`src/rtl/serial_alu_pkg.sv`:
```
// Shared definitions for the serial ALU blocks: controller states and default width.
package serial_alu_pkg;

  localparam int unsigned DEFAULT_WIDTH = 16;

  typedef enum logic [1:0] {
    IDLE = 2'd0,
    RUN  = 2'd1,
    DONE = 2'd2
  } serial_state_e;

endpackage

```
`src/rtl/bit_serial_adder16_fa.sv`:
```
// Single-bit full-adder slice; the only arithmetic in the bit-serial adder.
module bit_serial_adder16_fa (
  input  logic a_i,
  input  logic b_i,
  input  logic c_i,
  output logic s_o,
  output logic c_o
);

  assign s_o = a_i ^ b_i ^ c_i;
  assign c_o = (a_i & b_i) | (a_i & c_i) | (b_i & c_i);

endmodule

```
`src/rtl/bit_serial_adder16.sv`:
```
// LSB-first bit-serial adder: one full-adder slice plus a carry flop, valid/ready on both sides.
// Optional signed-overflow output is enabled with SERIAL_ADDER_OVERFLOW_EN.
module bit_serial_adder16
  import serial_alu_pkg::*;
#(
  parameter int WIDTH = DEFAULT_WIDTH
) (
  input  logic             clk,
  input  logic             rst_n,
  input  logic             in_valid,
  output logic             in_ready,
  input  logic [WIDTH-1:0] a,
  input  logic [WIDTH-1:0] b,
  input  logic             cin,
  output logic             out_valid,
  input  logic             out_ready,
  output logic [WIDTH-1:0] sum,
  output logic             cout,
`ifdef SERIAL_ADDER_OVERFLOW_EN
  output logic             overflow,
`endif
  output logic             busy
);

  localparam int CNT_W = $clog2(WIDTH);
  localparam logic [CNT_W-1:0] LAST_BIT = CNT_W'(WIDTH - 1);

  serial_state_e    state_q, state_d;
  logic [CNT_W-1:0] cnt_q, cnt_d;
  logic [WIDTH-1:0] a_sh_q, a_sh_d;
  logic [WIDTH-1:0] b_sh_q, b_sh_d;
  logic [WIDTH-1:0] sum_q, sum_d;
  logic             carry_q, carry_d;
`ifdef SERIAL_ADDER_OVERFLOW_EN
  logic             ovf_q, ovf_d;
`endif

  logic fa_s, fa_c;

  bit_serial_adder16_fa u_fa (
    .a_i (a_sh_q[0]),
    .b_i (b_sh_q[0]),
    .c_i (carry_q),
    .s_o (fa_s),
    .c_o (fa_c)
  );

  always_ff @(posedge clk or negedge rst_n) begin
    if (!rst_n) begin
      state_q <= IDLE;
      cnt_q   <= '0;
      a_sh_q  <= '0;
      b_sh_q  <= '0;
      sum_q   <= '0;
      carry_q <= 1'b0;
`ifdef SERIAL_ADDER_OVERFLOW_EN
      ovf_q   <= 1'b0;
`endif
    end else begin
      state_q <= state_d;
      cnt_q   <= cnt_d;
      a_sh_q  <= a_sh_d;
      b_sh_q  <= b_sh_d;
      sum_q   <= sum_d;
      carry_q <= carry_d;
`ifdef SERIAL_ADDER_OVERFLOW_EN
      ovf_q   <= ovf_d;
`endif
    end
  end

  always_comb begin
    state_d = state_q;
    cnt_d   = cnt_q;
    a_sh_d  = a_sh_q;
    b_sh_d  = b_sh_q;
    sum_d   = sum_q;
    carry_d = carry_q;
`ifdef SERIAL_ADDER_OVERFLOW_EN
    ovf_d   = ovf_q;
`endif
    unique case (state_q)
      IDLE: begin
        // Accept edge only loads operands; the result register keeps the previous sum.
        if (in_valid) begin
          a_sh_d  = a;
          b_sh_d  = b;
          carry_d = cin;
          cnt_d   = '0;
          state_d = RUN;
        end
      end
      RUN: begin
        sum_d   = {fa_s, sum_q[WIDTH-1:1]};
        carry_d = fa_c;
        a_sh_d  = a_sh_q >> 1;
        b_sh_d  = b_sh_q >> 1;
        if (cnt_q == LAST_BIT) begin
          cnt_d   = '0;
          state_d = DONE;
`ifdef SERIAL_ADDER_OVERFLOW_EN
          // On the MSB, carry_q is the carry into the sign bit.
          ovf_d   = carry_q ^ fa_c;
`endif
        end else begin
          cnt_d = cnt_q + 1'b1;
        end
      end
      DONE: begin
        if (out_ready) state_d = IDLE;
      end
      default: state_d = IDLE;
    endcase
  end

  assign in_ready  = (state_q == IDLE);
  assign busy      = (state_q == RUN);
  assign out_valid = (state_q == DONE);
  assign sum       = sum_q;
  assign cout      = carry_q;
`ifdef SERIAL_ADDER_OVERFLOW_EN
  assign overflow  = ovf_q;
`endif

endmodule

```
`config.mk`:
```
export PLATFORM = sky130hd
export DESIGN_NAME = bit_serial_adder16
export DESIGN_NICKNAME = d
export VERILOG_FILES = /design/src/rtl/serial_alu_pkg.sv /design/src/rtl/bit_serial_adder16_fa.sv /design/src/rtl/bit_serial_adder16.sv
export SDC_FILE = /design/constraint.sdc
export NUM_CORES = 1
export LEC_CHECK = 0
export CORE_ASPECT_RATIO = 0.75
export CORE_MARGIN = 5
export CORE_UTILIZATION = 52
export CTS_BUF_LIST = sky130_fd_sc_hd__clkbuf_8
export CTS_CLUSTER_DIAMETER = 150
export DETAILED_ROUTE_END_ITERATION = 16
export GPL_TIMING_DRIVEN = 0
export PLACE_DENSITY = 0.82
export SYNTH_ARGS = -nofsm -noshare
export SYNTH_HDL_FRONTEND = slang
export SYNTH_SLANG_ARGS = --single-unit
```
`constraint.sdc`:
```
create_clock -name clk -period 1.5 [get_ports clk]
set_input_delay 0.3 -clock clk [delete_from_list [all_inputs] [get_ports clk]]
set_output_delay 0.3 -clock clk [all_outputs]
set_load 0.01 [all_outputs]
```
==> results.json, run 1 <==
{
  "dpl_cell_area_um2": 3130,
  "layoutNonFillerInstCount": 372,
  "grt.busiest_layer": "met2",
  "clk_pin_slew_ns": 0.09,
  "clk_latency_ns": 0.30,
  "met1_usage_pct": 25.3,
  "dieHeight_um": 69.8,
  "leakage_uw": 0.00149,
  "worst_path_largest_cell_delay_ns": 0.43,
  "rsz0062_at_grt": "yes",
  "antenna_found_initial": 0,
  "grt_usage_pct": 18.0,
  "critPathLaunchType": "register",
  "hold_violations": 0,
  "ir_drop_mv": 1.01,
  "end_kind": "output port",
  "syn_area_um2": 2480,
  "clock_skew_ns": 0.00742,
  "fmax_mhz": 672,
  "power_density_nw_per_um2": 1900,
  "critPathArrivalTime_ns": 1.19,
  "fin_area_um2": 3310,
  "via_count": 1952,
  "final_net_count": 354,
  "pin_count": 57,
  "gr-usage-met2_pct": 27.5,
  "slew-limit-headroom_pct": 66.8,
  "grt_overflow": 0,
  "cp_slowest_cell": "dfrtp_2",
  "avgSynthCellArea_um2": 10.1,
  "cts.sinks": 55,
  "async_reset_ff_share_pct": 100,
  "htree_num_levels": 2,
  "io_buffers": 56,
  "criticalPathCategory": "reg -> out",
  "mostFrequentLayoutCell": "nand2_1",
  "synth_cells": 245,
  "gr-usage-met3_pct": 4.56,
  "synth_nets": 284,
  "grt_pass1_vias": 1924,
  "drcViolationCount": 0,
  "ant_nets": 0,
  "hpwlAfterDp_um": 3820,
  "ctsRootBufferMaster": "clkbuf_8",
  "final_core_util_pct": 72.8,
  "synth_warnings": 0,
  "num_antenna_cells": 0,
  "drt-total-wl_um": 5440,
  "ys_types": 26,
  "wl_per_cell_um": 14.6,
  "path_cells": "nand2b_4, buf_8, clkinv_8, buf_6",
  "grt_max_degree": 36,
  "die_width_um": 89.7,
  "syn_to_final_growth_pct": 33.5,
  "drive_gt1_share_pct": 11.7,
  "coreArea_um2": 4550,
  "worstMarginPinSlew_ns": 0.498,
  "dp_cells": 359,
  "start_util_pct": 54.6,
  "yosys_register_bits": 55,
  "hold_path_class": "in -> async",
  "synth_edf_count": 0,
  "ys.flop_type": "dfrtp_1",
  "most-common-layout-cells": "nand2_1, dfrtp_1, clkdlybuf4s50_1",
  "vias_per_cell": 5.25,
  "setup_slack_ns": 0.0117,
  "dieArea_um2": 6260,
  "synth-seq-area-share_pct": 55.5,
  "firstDrtPassIters": 4,
  "num_rows": 21,
  "fillers": 350,
  "worstPathRequired_ns": 1.20,
  "cp_max_fo": 12,
  "cap_violations": 0,
  "numCtsBuffers": 5,
  "period_share_pct": 99.2,
  "layout_min_cycle_time_ns": 1.49,
  "cts_buffer_depth": 2,
  "maxSlewViolCount": 0,
  "first_iter_violations": 84,
  "setup_violations": 0,
  "holdWs_ns": 0.486,
  "cts_tree": "yes",
  "outcome": "complete, no violations",
  "grt_pass1_wl_um": 9370,
  "gp_congestion": 0.748,
  "place_ws_ns": -0.418
}
-- cell usage after synthesis (2+ instances only) --
cell type  instances  area [µm²]
nand2_1           84         315
dfrtp_1           55        1380
mux2i_1           31         310
o21ai_1           31         155
a21oi_1            5        25.0
buf_4              4        30.0
buf_6              4        45.0
nor2b_1            4        25.0
buf_8              3        45.0
clkbuf_1           3        11.3
inv_1              3        11.3
a22o_1             2        17.5
nand3_1            2        10.0
o21ai_0            2        10.0
-- worst max-delay path, delay by kind of cell (launching register included) --
kind | cells | cell delay, ns
and+or+nand+nor | 1 | 0.15
buffers and inverters | 3 | 0.31
DFF | 1 | 0.43
-- per-layer routing --
| layer | share of wire [%] | vias up |
|---|---|---|
| met1 | 48 | 945 |
| li1 | - | 953 |
| met2 | 46 | 52 |
| met3 | 5.7 | 2 |
| met4 | 0.39 | 0 |
| met5 | 0 | - |
-- where the power goes --
group,internal [µW],switching [µW]
Sequential,2130,405
Combinational,1450,1470
Clock,364,456
Total,3940,2330
-- final timing paths --
check                      startpoint  depth (start not counted)  slack (ns)    endpoint
min reg2reg                    sum[0]                          2        0.49      sum[0]
min                             rst_n                          2        0.49      sum[1]
min in group clk               sum[0]                          2        0.49      sum[0]
max reg2reg                state_q[1]                          6        0.08  b_sh_q[14]
max in group asynchronous       rst_n                          3        0.45   b_sh_q[7]
max                        state_q[1]                          4        0.01        busy
-- kinds of logic (layout without fill, tap and decap cells) --
kind of cell,after synthesis,in the layout,synth area share [%]
buffers and inverters,19,89,6.10
AO/OA/AOI/OAI,44,44,9.54
flip-flops,55,55,55.5
adder cells (fa/ha/maj),2,2,1.31
multiplexers,31,31,12.5
AND/OR/NAND/NOR,94,94,15.0
-- state kept, by name (all words and copies together), names as in the netlist --
signal   cells
a_sh_q      16
b_sh_q      16
sum         16
cnt_q        4
state_q      2
cout         1
-- per-stage QoR --
step	TNS (ns)	total power [µW]
global placement	-90.27	5330
detailed placement	-8.70	5440
CTS	-0.0491	6180
floorplan	0	4370
global route	-0.0735	6780
finish	0	6270
-- cell type report --
type	instances	area, µm²	share of cell area [%]
multi-input combinational	171	978	29.6
buffer	14	143	4.31
tap	57	71.3	2.15
sequential	55	1380	41.6
clock inverter	1	5.00	0.151
timing repair buffer	64	624	18.9
clock buffer	6	82.6	2.49
inverter	4	27.5	0.831
-- what timing repair did --
| item | in CTS | in global routing |
|---|---|---|
| endpoints found under the hold margin | 20 | 0 |
| hold buffers | 1 | 0 |
| setup buffers | 4 | 2 |
| setup endpoints to repair | 20 | 35 |
| gates resized for setup | 35 | 12 |
No activity file was read; power rests on OpenSTA's default activity.
==> run 2, diff against run 1 <==
- ABC_AREA: not set -> 1
- CORE_ASPECT_RATIO: 0.75 -> not set
- CORE_UTILIZATION: 52 -> 53
==> run 2 against run 1 <==
Sequential share of layout area shrank 3.3 points. Critical path type unchanged. Non-clock buffer count increased by 1. Register-to-register slack better by 0.10 ns. First-iteration DRC count up 50%. Final cell count rose by 38%. Largest power group unchanged.
==> results.json, run 2 <==
{
  "syn_area_um2": 2770,
  "netlist.area_leader.share_pct": 49.6,
  "cp_max_fo": 4,
  "synth_common_cells": "nand2_1, inv_1, dfrtp_1, nand3_1, o21ai_1",
  "synth_most_common_cell": "nand2_1",
  "firstDrtPassIters": 4,
  "dp_cells": 500,
  "antenna_found_initial": 0,
  "period_share_pct": 96.5,
  "synth_nets": 412,
  "tns_ns": 0,
  "dieArea_um2": 6780,
  "ys_types": 19,
  "htree_num_levels": 2,
  "final_net_count": 482,
  "mostFrequentLayoutCell": "nand2_1",
  "most-common-layout-cells": "nand2_1, inv_1, dfrtp_1",
  "worstPathRequired_ns": 1.20,
  "synth_area_leader_cell": "dfrtp_1",
  "synth_edf_count": 0,
  "drt-total-wl_um": 5990,
  "vias_per_cell": 4.63,
  "hold_path_class": "reg -> reg",
  "worst_path_largest_cell_delay_ns": 0.43,
  "synth_cells": 373,
  "maxSlewViolCount": 0,
  "grt_usage_pct": 19.1,
  "syn_to_final_growth_pct": 29.5,
  "synthTopCellsByArea": "dfrtp_1, nand2_1, inv_1",
  "clock_skew_ns": 0.00587,
  "power_density_nw_per_um2": 2020,
  "hold_violations": 0,
  "dpl_cell_area_um2": 3440,
  "grt_max_degree": 36,
  "wl_per_cell_um": 11.6,
  "cap_violations": 0,
  "die_width_um": 82.3,
  "first_iter_violations": 126,
  "via_count": 2380,
  "grt_pass1_wl_um": 9960,
  "numCtsBuffers": 5,
  "critPathArrivalTime_ns": 1.15,
  "avgSynthCellArea_um2": 7.44,
  "leakage_uw": 0.00205,
  "gp_congestion": 0.772,
  "crit_family": "flip-flops",
  "hpwlAfterDp_um": 4170,
  "layout_min_cycle_time_ns": 1.45,
  "ctsRootBufferMaster": "clkbuf_8",
  "pin_count": 57,
  "yosys_register_bits": 55,
  "criticalPathCategory": "reg -> out",
  "slew-limit-headroom_pct": 65.4,
  "num_rows": 26,
  "ys.flop_type": "dfrtp_1",
  "grt_pass1_vias": 2154,
  "path_cells": "buf_4, nor2_4, buf_6",
  "cts_buffer_depth": 2,
  "clk_latency_ns": 0.30,
  "fin_total_pwr_uw": 7250,
  "drive_gt1_share_pct": 11.0,
  "critPathLaunchType": "register",
  "clk_pin_slew_ns": 0.10,
  "outcome": "complete, no violations",
  "critical_path_buf_inv_count": 2,
  "worstMarginPinSlew_ns": 0.519,
  "async_reset_ff_share_pct": 100,
  "grt_overflow": 0,
  "ir_drop_mv": 0.857,
  "num_antenna_cells": 0,
  "setup_violations": 0,
  "dieHeight_um": 82.3,
  "cp_slowest_cell": "dfrtp_1",
  "layoutNonFillerInstCount": 514,
  "start_util_pct": 54.3,
  "place_ws_ns": -0.312,
  "ant_nets": 0,
  "coreArea_um2": 5110,
  "drcViolationCount": 0,
  "setup_slack_ns": 0.0526,
  "cts.sinks": 55,
  "synth_warnings": 0,
  "end_kind": "output port",
  "io_buffers": 56,
  "cts_tree": "yes",
  "synth-seq-area-share_pct": 49.6,
  "fmax_mhz": 691,
  "fin_area_um2": 3590
}
[run 2: cell count changes after synthesis, moves of 3 or more]
cell / before / now
a21oi_1: 5 / 0
buf_2: 1 / 9
buf_4: 4 / 0
clkbuf_1: 3 / 0
inv_1: 3 / 72
mux2i_1: 31 / 0
nand2_1: 84 / 158
nand2_2: 0 / 5
nand3_1: 2 / 38
nor2b_1: 4 / 0
o21ai_0: 2 / 6
o21ai_1: 31 / 11
[run 2: layout make-up]
type | instances | area (µm²)
tap | 70 | 87.6
inverter | 75 | 284
sequential | 55 | 1380
timing repair buffer | 63 | 596
clock buffer | 5 | 68.8
multi-input combinational | 227 | 1000
buffer | 16 | 134
clock inverter | 3 | 43.8
fill | 450 | 1520
[run 2: stage by stage]
stage | util (%) | hold slack, ns
finish | 70.3 | 0.488
global route | 70.3 | 0.508
CTS | 70.1 | 0.489
detailed placement | 67.3 | 0.302
global placement | 67.0 | 0.462
floorplan | - | 0.00441
[run 2: what timing repair did]
action                                  4_1_cts  5_1_grt
resized for setup                            35        3
hold buffers                                  1        0
endpoints found under the hold margin        20        0
endpoints found under the setup margin       20        3
setup buffers                                 5        0
pin swaps                                     1        2
[run 2: report_power, final]
group | total, µW | leakage, µW | switching, µW | internal [µW]
registers | 2610 | 0.000684 | 422 | 2190
clock network | 988 | 0.0000581 | 490 | 498
logic | 3640 | 0.00131 | 2130 | 1520
[run 2: worst register-to-register path: stages (launching register included)]
cell and delay, ns:
dfrtp_2 0.47, inv_2 0.14, nand2_2 0.09, nand2_4 0.13
buf_2 0.24, nand3_1 0.11, nand2_1 0.09
[run 2: kinds of logic (layout without fill, tap and decap cells)]
logic type	Yosys count	count (layout)	share of synthesized area, %
AOI/OAI and AO/OA	17	17	3.07
and+or+nand+nor	208	208	31.3
buffers and inverters	91	162	14.8
adders and majority gates	2	2	1.17
DFF	55	55	49.6
[run 2: worst paths after layout]
| check | start | end | slack (ns) | depth (start not counted) |
|---|---|---|---|---|
| worst max-delay path | state_q[0] | in_ready | 0.05 | 3 |
| worst min-delay path | b_sh_q[7] | b_sh_q[7] | 0.49 | 2 |
| worst max register to register | state_q[1] | b_sh_q[0] | 0.18 | 6 |
| worst min register to register | b_sh_q[7] | b_sh_q[7] | 0.49 | 2 |
| max in group asynchronous | rst_n | a_sh_q[7] | 0.43 | 3 |
| min in group asynchronous | rst_n | sum[8] | 0.50 | 2 |
[run 2: per-layer routing]
layer	GRT usage, %	up-vias	share of wire (%)
met5	0	-	0
met4	4.49	0	0.90
met3	3.47	5	5.8
met2	32.5	60	47
met1	25.3	1077	46
li1	-	1238	-
==> run 3, diff against run 2 <==
- CORE_UTILIZATION: 53 -> 45
- PLACE_DENSITY: 0.82 -> 0.72
==> run 3 against run 2 <==
Count of clock-buffer cells in the layout up 1. Combinational power down 2%. Clock skew down 0.0018 ns. Final area down 0.84%. Clock power down 15%. Power down 3.2%. Critical endpoint unchanged.
==> results.json, run 3 (synthesis gave the netlist of run 2 again) <==
{
  "numCtsBuffers": 5,
  "first_iter_violations": 81,
  "rr_startpoint": "cout",
  "htree_num_levels": 2,
  "dieHeight_um": 88.5,
  "rsz0062_at_grt": "no",
  "place_ws_ns": -0.346,
  "end_kind": "output port",
  "cts_tree": "yes",
  "coreArea_um2": 5960,
  "seq_power_share_pct": 37.2,
  "via_count": 2378,
  "antenna_found_initial": 0,
  "fmax_mhz": 693,
  "die_width_um": 88.5,
  "rr_endpoint": "cout",
  "grt_max_degree": 39,
  "ir_drop_mv": 0.761,
  "setup_slack_ns": 0.0563,
  "ctsRootBufferMaster": "clkbuf_8",
  "clockPowerShare_pct": 12.0,
  "start_util_pct": 46.6,
  "wl_met1_um": 2840,
  "tns_ns": 0,
  "drive_gt1_share_pct": 10.6,
  "worstMarginPinSlew_ns": 0.452,
  "final_net_count": 481,
  "wl_per_cell_um": 11.3,
  "cp.depth": 3,
  "r2r_cells": 6,
  "hold_violations": 0,
  "cts_buffer_depth": 2,
  "drcViolationCount": 0,
  "critPathArrivalTime_ns": 1.14,
  "clock_skew_ns": 0.00405,
  "num_antenna_cells": 0,
  "grt_pass1_vias": 2176,
  "cp_max_fo": 4,
  "worst_path_largest_cell_delay_ns": 0.41,
  "slew-limit-headroom_pct": 69.9,
  "period_share_pct": 96.2,
  "clk_pin_slew_ns": 0.09,
  "io_buffers": 56,
  "r2r_setup_slack_ns": 0.21,
  "worstPathRequired_ns": 1.20,
  "gp_congestion": 0.764,
  "startpoint": "state_q[0]",
  "mostFrequentLayoutCell": "nand2_1",
  "drt-total-wl_um": 5820,
  "crit_family": "flip-flops",
  "critPathLaunchType": "register",
  "dr.max_layer_used": "met4",
  "vias_per_cell": 4.60,
  "holdWs_ns": 0.458,
  "hold_path_class": "in -> async",
  "ant_nets": 0,
  "hpwlAfterDp_um": 4120,
  "power_density_nw_per_um2": 1970,
  "cap_violations": 0,
  "grt_usage_pct": 16.2,
  "setup_violations": 0,
  "wl_met3_um": 384,
  "path_cells": "buf_4, nor2_4, buf_6",
  "sw_frac_of_total_pct": 42.2,
  "syn_to_final_growth_pct": 28.4,
  "most-common-layout-cells": "nand2_1, inv_1, dfrtp_1",
  "grt_pass1_wl_um": 10000,
  "outcome": "complete, no violations",
  "power_switching_uw": 2960,
  "endpoint": "in_ready",
  "p_comb_share_pct": 50.9,
  "cts.sinks": 55,
  "grt_overflow": 0,
  "leakage_uw": 0.00204,
  "dieArea_um2": 7830,
  "cp_slowest_cell": "dfrtp_1",
  "criticalPathCategory": "reg -> out",
  "critical_path_buf_inv_count": 2,
  "layout_min_cycle_time_ns": 1.44,
  "firstDrtPassIters": 4,
  "pin_count": 57,
  "maxSlewViolCount": 0,
  "wl_met2_um": 2530,
  "clk_latency_ns": 0.31,
  "num_rows": 28,
  "p_int_uw": 4050
}
==> run 3: cell count changes in the layout (fill, tap and decap cells not counted) <==
cell / delta
buf_4: -2
buf_2: +1
bufinv_16: -1
clkbuf_8: +1
clkinv_4: -1
dlygate4sd2_1: -1
dlymetal6s2s_1: +1
nor2_2: +1
nor2_4: -1
==> run 3: worst min path at each step <==
stage               depth (start not counted)  startpoint  slack, ns         to
finish                                      2       rst_n       0.46     sum[2]
global route                                2       rst_n       0.49     sum[3]
CTS                                         2       rst_n       0.47     sum[1]
detailed placement                          1       rst_n       0.27     sum[2]
global placement                            2   b_sh_q[7]       0.46  b_sh_q[7]
floorplan                                   0       rst_n      0.004  a_sh_q[0]
==> run 3: power by group through the flow <==
stage | logic, µW | registers, µW | clock network [µW]
2_1_floorplan | 2350 | 2660 | 0
3_3_place_gp | 3480 | 2630 | 0
3_5_place_dp | 3590 | 2650 | 0
4_1_cts | 3600 | 2610 | 851
5_1_grt | 4100 | 2690 | 906
6_report | 3570 | 2610 | 840
==> run 3: repair_timing <==
item                       4_1_cts  5_1_grt
buffers inserted                 4        0
pin swaps                        1        0
hold buffers                     1        0
setup endpoints to repair       19        2
gates resized for setup         34        2
hold endpoints to repair        17        0
==> run 3: metal layers <==
metal	vias to the layer above	track usage, %
met5	-	0
met4	0	4.12
met3	6	3.45
met2	56	26.1
met1	1085	22.2
li1	1231	-
==> run 3: layout make-up <==
cell class,count,area [µm²]
plain buffers,16,134
clock buffers,6,82.6
clock inverters,1,5.00
fillers,589,2390
inverters,75,284
multi-input cells,227,996
flip-flops and latches,55,1380
well taps,75,93.8
repair buffers,62,589
==> run 3: stage by stage <==
step                      util, %  power, µW  instances  instance area, µm²
final                        59.8       7020        517                3560
after global routing         59.8       7700        517                3560
after CTS                    59.7       7060        517                3550
after detailed placement     57.8       6240        505                3440
after global placement       57.6       6110        504                3430
after floorplan                 -       5010        373                2770
